### config.mk
export PLATFORM = sky130hd
export DESIGN_NAME = packetizer_rr_arbiter
export DESIGN_NICKNAME = d
export VERILOG_FILES = /design/src/rtl/packetizer_rr_arbiter.sv
export SDC_FILE = /design/constraint.sdc
export NUM_CORES = 1
export LEC_CHECK = 0
export BUFFER_PORTS_ARGS = -buffer_cell sky130_fd_sc_hd__buf_4
export CORE_MARGIN = 3
export CORE_UTILIZATION = 38
export CTS_BUF_LIST = sky130_fd_sc_hd__clkbuf_2
export DETAILED_ROUTE_END_ITERATION = 6
export GPL_TIMING_DRIVEN = 0
export HOLD_SLACK_MARGIN = 0.05
export PLACE_DENSITY = 0.7
export RECOVER_POWER = 100
export SYNTH_ARGS = -nofsm -noshare
export SYNTH_HDL_FRONTEND = slang
export SYNTH_SLANG_ARGS = --single-unit
### constraint.sdc
create_clock -name clk -period 4 [get_ports clk]
set_clock_uncertainty 0.2 [all_clocks]
set_input_delay 0.4 -clock clk [delete_from_list [all_inputs] [get_ports clk]]
set_output_delay 0.4 -clock clk [all_outputs]
set_load 0.02 [all_outputs]
### src/rtl/packetizer_rr_arbiter.sv
// Round-robin arbiter feeding a single-flit packetizer: picks one valid requester
// per cycle, starting from the slot after the last winner, into a one-entry output register.
module packetizer_rr_arbiter #(
  parameter int NUM_REQ       = 4,
  parameter int WIDTH_IN      = 12,
  parameter int ADDRESS_WIDTH = 4,
  parameter int SRC_WIDTH     = 2
) (
  input  logic                               clk,
  input  logic                               rst,
  input  logic [NUM_REQ*WIDTH_IN-1:0]        data_in,
  input  logic [NUM_REQ*ADDRESS_WIDTH-1:0]   dst_in,
  input  logic [NUM_REQ-1:0]                 valid_in,
  output logic [NUM_REQ-1:0]                 ready_out,
  output logic [WIDTH_IN-1:0]                data_out,
  output logic [ADDRESS_WIDTH-1:0]           dst_out,
  output logic [SRC_WIDTH-1:0]               src_out,
  output logic                               valid_out,
  input  logic                               ready_in
);

  logic                     load;
  logic                     found;
  logic [SRC_WIDTH-1:0]     ptr;
  logic [SRC_WIDTH-1:0]     win;
  logic [WIDTH_IN-1:0]      win_data;
  logic [ADDRESS_WIDTH-1:0] win_dst;

  assign load = ~valid_out | ready_in;

  // Scan ptr, ptr+1, ... wrapping at NUM_REQ; first valid requester wins.
  always_comb begin
    int idx;
    idx      = 0;
    found    = 1'b0;
    win      = '0;
    win_data = '0;
    win_dst  = '0;
    for (int k = 0; k < NUM_REQ; k++) begin
      idx = int'(ptr) + k;
      if (idx >= NUM_REQ) idx = idx - NUM_REQ;
      if (!found && valid_in[idx]) begin
        found    = 1'b1;
        win      = idx[SRC_WIDTH-1:0];
        win_data = data_in[idx*WIDTH_IN +: WIDTH_IN];
        win_dst  = dst_in[idx*ADDRESS_WIDTH +: ADDRESS_WIDTH];
      end
    end
  end

  // Gating with rst keeps every grant void while the block is held in reset.
  always_comb begin
    ready_out = '0;
    if (load && found && !rst) ready_out[win] = 1'b1;
  end

  always_ff @(posedge clk or posedge rst) begin
    if (rst) begin
      valid_out <= 1'b0;
      data_out  <= '0;
      dst_out   <= '0;
      src_out   <= '0;
      ptr       <= '0;
    end else if (load) begin
      if (found) begin
        valid_out <= 1'b1;
        data_out  <= win_data;
        dst_out   <= win_dst;
        src_out   <= win;
        if (win == SRC_WIDTH'(NUM_REQ - 1)) ptr <= '0;
        else                                ptr <= win + 1'b1;
      end else begin
        valid_out <= 1'b0;
      end
    end
  end

endmodule

# Word-level counts from Yosys, hierarchy flattened
# Index checks and enable logic that the tools add are counted.
# totals
register_bits	21
elab_cells	86
# classes
n_addsub	8
multipliers	4
magnitude_cmp	10
n_eq_ne	1
shifts	8
mux	37
bitwise	2
reduce_logical	11
# ops
operator	n
variable part select 48 x 32 -> 12 bit	4
< comparator 32 x 4 -> 1 bit, second input constant	4
multiplier 32 x 3 -> 30 bit, second input constant	4
two-way mux 32 bit	4
variable part select 16 x 32 -> 4 bit	4
two-way mux 12 bit	4
two-way mux 4 bit	5
two-way mux 1 bit	14
subtractor 3 x 3 -> 4 bit, second input constant	3
two-way mux 2 bit	5
greater-or-equal comparator 3 bit, second input constant	3
binary-select mux 1 bit (select 2 bit)	4
adder 2 x 2 -> 3 bit, second input constant	2
logical AND 1 bit	6
zero test 1 bit	4
subtractor 2 x 3 -> 4 bit, second input constant	1
adder 2 x 1 -> 3 bit, second input constant	1
greater-or-equal comparator 2 x 3 -> 1 bit, second input constant	1
< comparator 2 x 3 -> 1 bit, second input constant	1
adder 2 x 1 -> 2 bit, second input constant	1
demux 1 bit (select 2 bit)	1
equality test 2 bit, second input constant	1
greater-or-equal comparator 2 x 1 -> 1 bit, second input constant	1
AND reduction 2 bit	1
2 further kinds	2

# Depth between registers and ports, before layout
# logic_depth
depth_word	20
ltp_mapped	16
ltp_nobuf	11

# Worst setup path after synthesis
# OpenSTA, ideal clock, no wires.
# synth_path
path_kind	register to output
startpoint	register ptr[0]
endpoint	output ready_out[3]
arrival_time_ns	3.297
setup_slack_ns	0.103
path_stages_with_launch	15
n_path_buf	5
cell_sequence	dfrtp_1 buf_6 inv_1 buf_2 clkbuf_1 ha_1 buf_4 buf_4 mux4_2 nor2b_1 o21ai_0 a21boi_1 inv_1 ha_1 and3_1
# synth_between
elab_chain_cells	20
# synth_rtl
item	line_no	source
start: declaration	24	logic [SRC_WIDTH-1:0] ptr;
start signal: assignment	71	else ptr <= win + 1'b1;
parallel branches: the longest is 14 deep, another holds subtractor 3 x 3 -> 4 bit	--	
two-way mux 2 bit (*)	42	if (!found && valid_in[idx]) begin
net win[0]	25	logic [SRC_WIDTH-1:0] win;
< comparator 2 x 3 -> 1 bit (implied by the code) / greater-or-equal comparator 2 x 1 -> 1 bit (equally long branches)	54	if (load && found && !rst) ready_out[win] = 1'b1;
logical AND 1 bit (implied by the code)	54	
two-way mux 1 bit (implied by the code)	54	
demux 1 bit (select 2 bit) (*)	54	
two-way mux 4 bit (*)	54	
end: declaration	14	output logic [NUM_REQ-1:0] ready_out,
# Mark *: on every way through the listed nets, which the timed path passes. The select of a mux whose other input is x is not followed.

# Worst setup path after layout
# layout_path
startpoint	register ptr[0]
endpoint	register data_out[2]
# layout_between
elab_chain_cells	16
# layout_rtl
item	line_no	source
parallel branches: the longest is 16 deep, another holds multiplier 32 x 3 -> 30 bit	--	
end signal: assignment	67	data_out <= win_data;
end: declaration	15	output logic [WIDTH_IN-1:0] data_out,
# Several ways; the timed one is not identified. The select of a mux whose other input is x is not followed.
# A chain may end at the register's enable or synchronous reset.

==> out/metrics.yaml <==
outcome:
  status: "finished, violations left"
  violations: "DRC"
place:
  portBuffers: 89
  post-dp-hpwl_mm: 25.3
  dp_slack_ps: -1640
  gp_congestion: 1.09
drt:
  route.detailed.wl_per_inst_um: 32.1
  drtAntennaViolNets: 0
  highest_layer: "met4"
  first_pass_iters: 7
  dr_wl_met3_mm: 5.22
  dr_wl_met2_mm: 14.8
  remaining_drc_errors: 11
  vias: 8215
  drt-met1-wl_mm: 12.5
  drt-initial-drc-count: 1529
  viasPerCell: 7.42
  routed_wl_mm: 35.5
setup_path:
  crit_path_max_fanout: 17
  crit_path_start_kind: "register"
  endpoint_kind: "register"
  crit_arrival_ps: 3990
  slowest_stage: "clkbuf_1"
  cp.required_ps: 4030
  crit_top_cell: "clkbuf_1"
  path_cells: "buf_6 -> clkinvlp_4 -> buf_8 -> ha_4 -> clkbuf_1 -> clkbuf_1 -> clkbuf_1 -> o21ai_0 -> a32oi_1 -> o211ai_1"
  slowest_delay_ps: 680
  crit_type: "reg -> reg"
finish:
  area_delta_synth_final_pct: 20.5
  final_nets: 976
  drive_gt1_frac: 0.275
  fillCellCount: 1637
  diodes: 0
timing:
  setup_ws_ps: 33.2
  fin_crit_ps: 3970
  finalHoldViolations: 0
  min_period_over_period: 0.992
  relSlewSlack: 0.335
  setup_viol: 0
  max_slew.worst_pin.slew_ps: 996
  slew_violations: 0
  fin_setup_tns_ps: 0
  fmax_ghz: 0.252
floorplan:
  row_count: 46
  die_h_um: 134
  io_pins: 94
  start_util: 0.389
  die_w_um: 134
  dieArea_sq_mm: 0.0179
  core_sq_mm: 0.0159
global_route:
  first_global_vias: 7848
  grt_pass1_wl_mm: 51.5
  grt_max_degree: 26
  overflow: 0
  grt_usage: 0.384
  antenna_found_initial: 0
clocking:
  clock_sinks: 21
  clkLatencyLatePin_ps: 370
  clockBufferDepth: 2
  clockRootBuffer: "clkbuf_2"
  clk_pin_slew_ps: 270
  htree_levels: 1
  cts_made_buffers: 3
  cts_tree: "yes"
logic_synthesis:
  synth_area_per_cell_sq_um: 7.96
  post-synth-top-area-cell: "mux4_2"
  yosys_register_bits: 21
  netlist.area_leader.share: 0.164
  synth_edf_count: 0
  netlist_top_cells_count: "81 x mux2i_1, 71 x nor2_1, 63 x nand2_1"
  synth_warnings: 0
  synth.most_common_cell: "mux2i_1"
  ys_top_cells_by_area: "mux4_2 16%, mux2i_1 13%, dfrtp_1 8.5%, nor2_1 4.3%, mux2_2 4.2%"
  syn_area_sq_mm: 0.00620
  seq_area_frac_synth: 0.0848
  netlist-cell-type-count: 77
  synth_ff_type: "dfrtp_1"
  synth_async_sr_flop_share: 1.00
  synthCells: 778
job:
  drv_cap: 0
hold_path:
  hold_path_class: "in -> async"
[state kept, by name, indices dropped and copies added (netlist names)]
register,flops
src_out,2
data_out,12
dst_out,4
ptr,2
valid_out,1
[routing by layer]
metal / global-route usage / up-vias
met5: 0 / -
met4: 0.245 / 0
met3: 0.112 / 215
met2: 0.558 / 861
met1: 0.496 / 3876
li1: - / 3263
[worst paths after layout]
kind                                        start                       to  slack (ps)  depth (start not counted)
max                            ptr[0]$_DFFE_PP0P_  data_out[2]$_DFFE_PP0P_          30                         10
min                                           rst   dst_out[1]$_DFFE_PP0P_          10                          2
max reg2reg                    ptr[0]$_DFFE_PP0P_  data_out[2]$_DFFE_PP0P_          30                         10
min reg2reg                src_out[1]$_DFFE_PP0P_   src_out[1]$_DFFE_PP0P_         310                          2
max in group asynchronous                     rst       ptr[1]$_DFFE_PP0P_        2870                          2
min in group clk                         ready_in   dst_out[0]$_DFFE_PP0P_         260                          4
[area by class of cell]
cell class,instances,area [sq um],share of cell area
Tap cell,216,270,0.0362
Inverter,17,73.8,0.00988
Multi-Input combinational cell,667,5360,0.717
Sequential cell,21,527,0.0705
Clock buffer,4,20.0,0.00268
Timing Repair Buffer,112,769,0.103
Buffer,70,453,0.0606
[critical path: cells and delay by family (launching register included)]
kind            cells  cell delay [ps]
compound gates      3              860
fa+ha+maj           1              180
buf+inv             6             2180
flops               1              440
[layout by cell type (no fill, tap or decap), types with 5 or more instances in the layout]
cell	count
nand3_1	20
and3_1	12
buf_2	21
nor3_1	11
a211oi_1	18
o31ai_1	6
o22ai_1	27
mux2_2	23
mux2i_1	81
a21oi_1	41
a221oi_1	13
dfrtp_1	20
buf_4	100
a311oi_1	8
o21ai_0	40
a31oi_1	6
or2_2	5
mux4_2	45
clkbuf_2	6
and2_1	11
nand2_1	62
nand2b_1	22
o221ai_1	6
clkbuf_1	42
nor2b_1	14
ha_1	12
o32ai_1	5
o211ai_1	8
a22oi_1	12
inv_1	12
nor2_1	70
[repair_timing]
item / in CTS / in global routing
resized for setup: 50 / 18
hold buffers: 0 / 0
endpoints found under the hold margin: 0 / 0
setup endpoints to repair: 24 / 12
pin swaps: 3 / 3
setup buffers: 17 / 6
[per-stage QoR]
step	std cells	utilization	hold slack (ps)	cell area [sq um]
after global routing	1107	0.468	101	7470
after floorplan	779	-	198	6200
final	1107	0.468	12.9	7470
after detailed placement	1084	0.448	277	7140
after global placement	1084	0.448	277	7140
after CTS	1104	0.470	67.3	7490
[cells by family (layout without fill, tap and decap cells)]
kind of cell	Yosys count	in the layout	synth area share
AOI/OAI and AO/OA	246	246	0.275
xor gates and xnor gates	2	2	0.00283
adders and majority gates	13	13	0.0263
buffers and inverters	91	203	0.0689
DFF	21	21	0.0848
muxes	149	149	0.336
other	1	2	0.000605
and+or+nand+nor	255	255	0.206
Power is not shown: default switching activity piles up to over one toggle a cycle in this logic, so the estimate is an artifact.
